### config.mk
export PLATFORM = sky130hd
export DESIGN_NAME = imem_program_controller
export DESIGN_NICKNAME = d
export VERILOG_FILES = /design/src/rtl/imem_ctrl_pkg.sv /design/src/rtl/imem_ld_timeout.sv /design/src/rtl/imem_program_controller.sv
export SDC_FILE = /design/constraint.sdc
export NUM_CORES = 1
export LEC_CHECK = 0
export ABC_AREA = 1
export ABC_CLOCK_PERIOD_IN_PS = 2900
export CORE_MARGIN = 8
export CORE_UTILIZATION = 53
export DETAILED_ROUTE_END_ITERATION = 10
export PLACE_DENSITY = 0.95
export SLEW_MARGIN = 20
export SYNTH_ARGS = -nofsm -noshare
export SYNTH_HDL_FRONTEND = slang
export SYNTH_SLANG_ARGS = --single-unit
export TNS_END_PERCENT = 20
### constraint.sdc
create_clock -name clk -period 2.9 [get_ports clk]
set_input_delay 0.435 -clock clk [delete_from_list [all_inputs] [get_ports clk]]
set_output_delay 0.435 -clock clk [all_outputs]
set_load 0.02 [all_outputs]
### src/rtl/imem_ctrl_pkg.sv
// Shared types and constants for the instruction-memory program controller.
package imem_ctrl_pkg;

  localparam int unsigned IMEM_DEPTH = 256;
  localparam int unsigned IMEM_AW    = 8;
  localparam int unsigned IMEM_DW    = 16;

  localparam logic [IMEM_DW-1:0] NOP_WORD = 16'h0000;

  typedef enum logic [2:0] {
    ST_RUN,
    ST_GET_COUNT,
    ST_GET_HI,
    ST_GET_LO,
    ST_WRITE,
    ST_CLEAR,
    ST_RELEASE,
    ST_ERROR
  } imem_state_e;

endpackage

### src/rtl/imem_ld_timeout.sv
// Idle-cycle watchdog for the loader byte stream; expired fires on the idle
// cycle that would take the count to TIMEOUT (TIMEOUT=0 disables it).
module imem_ld_timeout #(
  parameter int unsigned TIMEOUT = 65535
) (
  input  logic clk,
  input  logic reset,
  input  logic clr,
  input  logic en,
  output logic expired
);

  localparam int unsigned     CW   = (TIMEOUT < 2) ? 1 : $clog2(TIMEOUT + 1);
  localparam logic [CW-1:0]   LAST = CW'((TIMEOUT == 0) ? 0 : TIMEOUT - 1);

  logic [CW-1:0] cnt;

  always_ff @(posedge clk) begin
    if (reset || clr) begin
      cnt <= '0;
    end else if (en && (cnt != LAST)) begin
      cnt <= cnt + CW'(1);
    end
  end

  assign expired = (TIMEOUT != 0) && en && !clr && (cnt == LAST);

endmodule

### src/rtl/imem_program_controller.sv
// Owns the 256x16 instruction memory: CPU fetch passthrough in RUN, and a
// byte-stream loader that writes, zero-fills the tail, then releases the CPU.
module imem_program_controller
  import imem_ctrl_pkg::*;
#(
  parameter int unsigned TIMEOUT = 65535
) (
  input  logic               clk,
  input  logic               reset,
  input  logic [IMEM_AW-1:0] cpu_addr,
  output logic [IMEM_DW-1:0] cpu_data,
  output logic               cpu_reset,
  output logic [IMEM_AW-1:0] mem_addr,
  output logic [IMEM_DW-1:0] mem_wdata,
  output logic               mem_we,
  input  logic [IMEM_DW-1:0] mem_rdata,
  input  logic               ld_start,
  input  logic               ld_valid,
  input  logic [7:0]         ld_byte,
  output logic               ld_ready,
  output logic               busy,
  output logic               load_err
);

  localparam logic [IMEM_AW-1:0] LAST_ADDR = IMEM_AW'(IMEM_DEPTH - 1);

  imem_state_e        state, state_nx;
  logic [IMEM_AW-1:0] wptr, wptr_nx;
  logic [IMEM_AW-1:0] last_ptr, last_nx;
  logic [7:0]         hi_q, hi_nx;
  logic [7:0]         lo_q, lo_nx;
  logic               load_err_nx;
  logic               accept, in_get, tmo;

  assign in_get = (state == ST_GET_COUNT) || (state == ST_GET_HI) || (state == ST_GET_LO);
  assign accept = ld_valid && ld_ready;

  imem_ld_timeout #(.TIMEOUT(TIMEOUT)) u_timeout (
    .clk    (clk),
    .reset  (reset),
    .clr    (accept || !in_get),
    .en     (in_get),
    .expired(tmo)
  );

  always_ff @(posedge clk) begin
    if (reset) begin
      state    <= ST_RUN;
      wptr     <= '0;
      last_ptr <= '0;
      hi_q     <= '0;
      lo_q     <= '0;
      load_err <= 1'b0;
    end else begin
      state    <= state_nx;
      wptr     <= wptr_nx;
      last_ptr <= last_nx;
      hi_q     <= hi_nx;
      lo_q     <= lo_nx;
      load_err <= load_err_nx;
    end
  end

  always_comb begin
    state_nx    = state;
    wptr_nx     = wptr;
    last_nx     = last_ptr;
    hi_nx       = hi_q;
    lo_nx       = lo_q;
    load_err_nx = load_err;
    cpu_reset   = 1'b1;
    busy        = 1'b1;
    ld_ready    = 1'b0;
    mem_we      = 1'b0;
    mem_wdata   = '0;
    mem_addr    = wptr;
    cpu_data    = NOP_WORD;

    unique case (state)
      ST_RUN: begin
        cpu_reset = 1'b0;
        busy      = 1'b0;
        mem_addr  = cpu_addr;
        cpu_data  = mem_rdata;
        if (ld_start) state_nx = ST_GET_COUNT;
      end
      ST_GET_COUNT: begin
        ld_ready = 1'b1;
        if (accept) begin
          // N=0 wraps to last index 0xFF, which is exactly the 256-word case
          last_nx     = ld_byte - 8'd1;
          wptr_nx     = '0;
          load_err_nx = 1'b0;
          state_nx    = ST_GET_HI;
        end else if (tmo) begin
          load_err_nx = 1'b1;
          state_nx    = ST_ERROR;
        end
      end
      ST_GET_HI: begin
        ld_ready = 1'b1;
        if (accept) begin
          hi_nx    = ld_byte;
          state_nx = ST_GET_LO;
        end else if (tmo) begin
          load_err_nx = 1'b1;
          state_nx    = ST_ERROR;
        end
      end
      ST_GET_LO: begin
        ld_ready = 1'b1;
        if (accept) begin
          lo_nx    = ld_byte;
          state_nx = ST_WRITE;
        end else if (tmo) begin
          load_err_nx = 1'b1;
          state_nx    = ST_ERROR;
        end
      end
      ST_WRITE: begin
        mem_we    = 1'b1;
        mem_wdata = {hi_q, lo_q};
        if (wptr == last_ptr) begin
          if (last_ptr == LAST_ADDR) begin
            state_nx = ST_RELEASE;
          end else begin
            wptr_nx  = wptr + 8'd1;
            state_nx = ST_CLEAR;
          end
        end else begin
          wptr_nx  = wptr + 8'd1;
          state_nx = ST_GET_HI;
        end
      end
      ST_CLEAR: begin
        mem_we = 1'b1;
        if (wptr == LAST_ADDR) state_nx = ST_RELEASE;
        else                   wptr_nx  = wptr + 8'd1;
      end
      ST_RELEASE: begin
        state_nx = ST_RUN;
      end
      ST_ERROR: begin
        busy = 1'b0;
        if (ld_start) state_nx = ST_GET_COUNT;
      end
      default: state_nx = ST_RUN;
    endcase
  end

endmodule

==> key figures <==
Status
  – Status: completed

Finish
  – N_diodes: 0
  – Layout area overhead: 28.8%
  – # nets final: roughly 640
  – FILL cells: 475
  – Core Util, Final: 0.701
  – Share of layout cells above drive strength 1: 0.0569
  – Design Area, Final: about 0.0041 sq mm

Critical path
  – CP Max Fanout: 16
  – WP data arrival: around 2.1 ns
  – CP Launch Type: register
  – CP Capture Type: primary output
  – Worst R2R Setup Slack: 0.93 ns
  – Worst Path Required: roughly 2.5 ns
  – Reg2reg path depth: 12
  – Worst setup path class: register to primary output

Routing
  – Vias/cell: approximately 5.2
  – Post-route DRC: 0
  – DR WL/cell: ~13 um
  – DR iter-0 viols: 181
  – Drt first pass iters: 5
  – Vias: 3,510
  – Post-route ant nets: 0
  – Post-Route WL: 8870 um

Power
  – Sw frac: 0.469
  – Switching power total: between 1000 and 1500 uW
  – Leakage power: approximately 0.0017 uW
  – Cell Int Power: between 1500 and 2000 uW
  – Cell Pwr Density: 742 mW/mm^2
  – Clk network pwr share: 0.141
  – Max IR drop VDD: 0.533 mV
  – Comb power frac: 0.572
  – Tot Pwr: between 3000 and 4000 uW
  – Sequential Power Share: 0.288

Yosys
  – Post-Synthesis Cell Area: 0.00320 sq mm
  – Synthesized Nets: roughly 560
  – Synth Area in Simple Gates: 0.337
  – Ys flop type: dfxtp_1
  – Most common cell in the synthesized netlist: nand2_1
  – EDFF count, synth: 0
  – XOR/XNOR share of the synthesized area: 0.0355
  – Synth top area share: 0.325
  – Mux contribution to synthesized area: 0
  – Synth Area in Compound Gates: 0.148
  – Post-synthesis instance total: 522
  – Yosys Warn Count: 0
  – Cell variety after synth: 32
  – Post-synthesis average cell area: 6.14 sq um
  – Sequential element share of the synthesized area: 0.325
  – Post-Synth Adder-Cell Area: 0.0156
  – Flops & latches, synth: 52
  – Ys async rst share: 0
  – Synth cell count leaders: nand2_1, inv_1, nor2_1, dfxtp_1, a21oi_1
  – Largest family of logic cells by synthesized area: simple AND/OR/NAND/NOR gates
  – Area contributors post-synth: dfxtp_1, nand2_1, inv_1, nor2_1, a21oi_1
  – Area leader, netlist: dfxtp_1

Placement
  – Dpl hpwl: 6720 um
  – Routability cong.: 0.959
  – Number of port buffers: 80
  – Placed cell area: 0.00404 sq mm
  – Setup slack at placement: approximately 0.76 ns

STA
  – Worst Tran Pin Value: 0.615 ns
  – Skew final: 0.00875 ns
  – Final Hold Fails: 0
  – Tmin final: between 2 and 3 ns
  – Final Cycle Share: 0.863
  – Setup TNS: 0 ns
  – RSZ-0062 raised after global routing: false
  – Fin worst setup slack: between 0.3 and 0.4 ns
  – Slew Limit Headroom: 0.589
  – Final setup viols: 0
  – Max Freq: roughly 400 MHz
  – Final Max Slew Viols: 0

Die
  – I/O pin cnt: 81
  – Chip height: around 94 um
  – Die ar.: slightly below 0.009 sq mm
  – Die extent in x: roughly 94 um
  – Initial Util: 0.544
  – Row cnt: 28
  – Floorplan Core Area: roughly 0.0059 sq mm

GRT
  – Vias in the first global route: 3,362
  – Total global routing overflow: 0
  – Largest net degree at the start of global routing: 23
  – Tot GR Track Use: 0.199
  – First-pass GRT wire length: approximately 15,000 um
  – Initial antenna violation count: 0

Clock tree
  – TritonCTS sink count: 52
  – Inserted Clock Buffers: 5
  – # resized after CTS: 0
  – Htree depth: 2
  – Post-CTS Hold Fix Bufs: 0
  – Clk slew on worst S/H paths: 0.10 ns
  – Worst skew pair latency: ~0.32 ns
  – Clock Path Buffers: 2
  – CTS Root Cell: clkbuf_8
  – Clock tree from TritonCTS: done
  – Post-CTS setup buffers: 0

Flow run
  – Max-capacitance violation count: 0

Min path
  – Worst min-delay path class: register to register
  – Cell depth of the worst hold path: 2
power groups by stage:
stage	registers (uW)	clock network [uW]	logic, uW
CTS	879	430	1760
global route	893	461	1910
finish	882	431	1750
global placement	892	0	1690
floorplan	873	0	1120
detailed placement	894	0	1750
worst max-delay path, cell delays in order, from the launching register on:
cell             delay [ns]
dfxtp_1                0.38
inv_2                  0.15
nand2_1                0.10
inv_1                  0.29
nand2_1                0.10
o21ai_0                0.09
clkdlybuf4s50_1        0.64
layer usage:
layer / part of all wire / vias to the layer above / GRT usage
met5: 0 / - / 0
met4: 0.016 / 0 / 0.0621
met3: 0.064 / 15 / 0.0368
met2: 0.52 / 136 / 0.376
met1: 0.40 / 1583 / 0.217
li1: - / 1776 / -
final timing paths:
path | end | startpoint
worst max-delay path | mem_addr[3] | state[2]
worst min-delay path | hi_q[3] | hi_q[3]
worst max register to register | u_timeout.cnt[3] | u_timeout.cnt[0]
worst min register to register | hi_q[3] | hi_q[3]
layout make-up:
type | count | area [sq um] | area share
Multi-Input combinational cell | 358 | 1720 | 0.416
Sequential cell | 52 | 1040 | 0.252
Timing Repair Buffer | 83 | 823 | 0.199
Inverter | 97 | 364 | 0.0882
Tap cell | 75 | 93.8 | 0.0227
Clock buffer | 6 | 72.6 | 0.0176
Clock inverter | 2 | 16.3 | 0.00394
sequential cells by signal (all words and copies together) (netlist names):
signal	flops
state	3
last_ptr	8
load_err	1
wptr	8
u_timeout.cnt	16
lo_q	8
hi_q	8
cells by family (layout without fill, tap and decap cells):
| group | count (synthesis) | in the layout |
|---|---|---|
| xor+xnor | 13 | 13 |
| flops | 52 | 52 |
| buf+inv | 112 | 188 |
| fa+ha+maj | 4 | 4 |
| compound gates | 92 | 92 |
| simple gates | 249 | 249 |
stage by stage:
step           std cells  hold WS [ns]
5_1_grt              673         0.491
3_3_place_gp         665         0.445
4_1_cts              673         0.461
6_report             673         0.462
2_1_floorplan        522         0.429
3_5_place_dp         665         0.446
layout by cell type, fill, tap and decap left out:
master	netlist	routed
or2_0	2	2
clkinvlp_4	0	1
a21oi_1	50	50
nand2_2	4	4
nand3_1	28	28
nor2_1	69	69
buf_4	2	3
clkbuf_1	5	1
o211ai_1	1	1
nand2_1	120	120
clkdlybuf4s50_1	0	80
xnor2_1	4	4
clkinv_4	0	1
a21oi_2	1	1
xor2_1	9	9
inv_1	87	87
a221oi_1	1	1
nand2_4	1	1
nand3b_1	1	1
clkbuf_8	0	5
nor3_1	4	4
nor2_4	2	2
o21ai_0	36	36
ha_1	4	4
a211oi_1	1	1
nor3_2	2	2
inv_2	10	10
nand4_1	12	12
nor2_2	3	3
nand3_4	1	1
dfxtp_1	52	52
o21ai_1	2	2
Power figures use the tool's default switching activity.
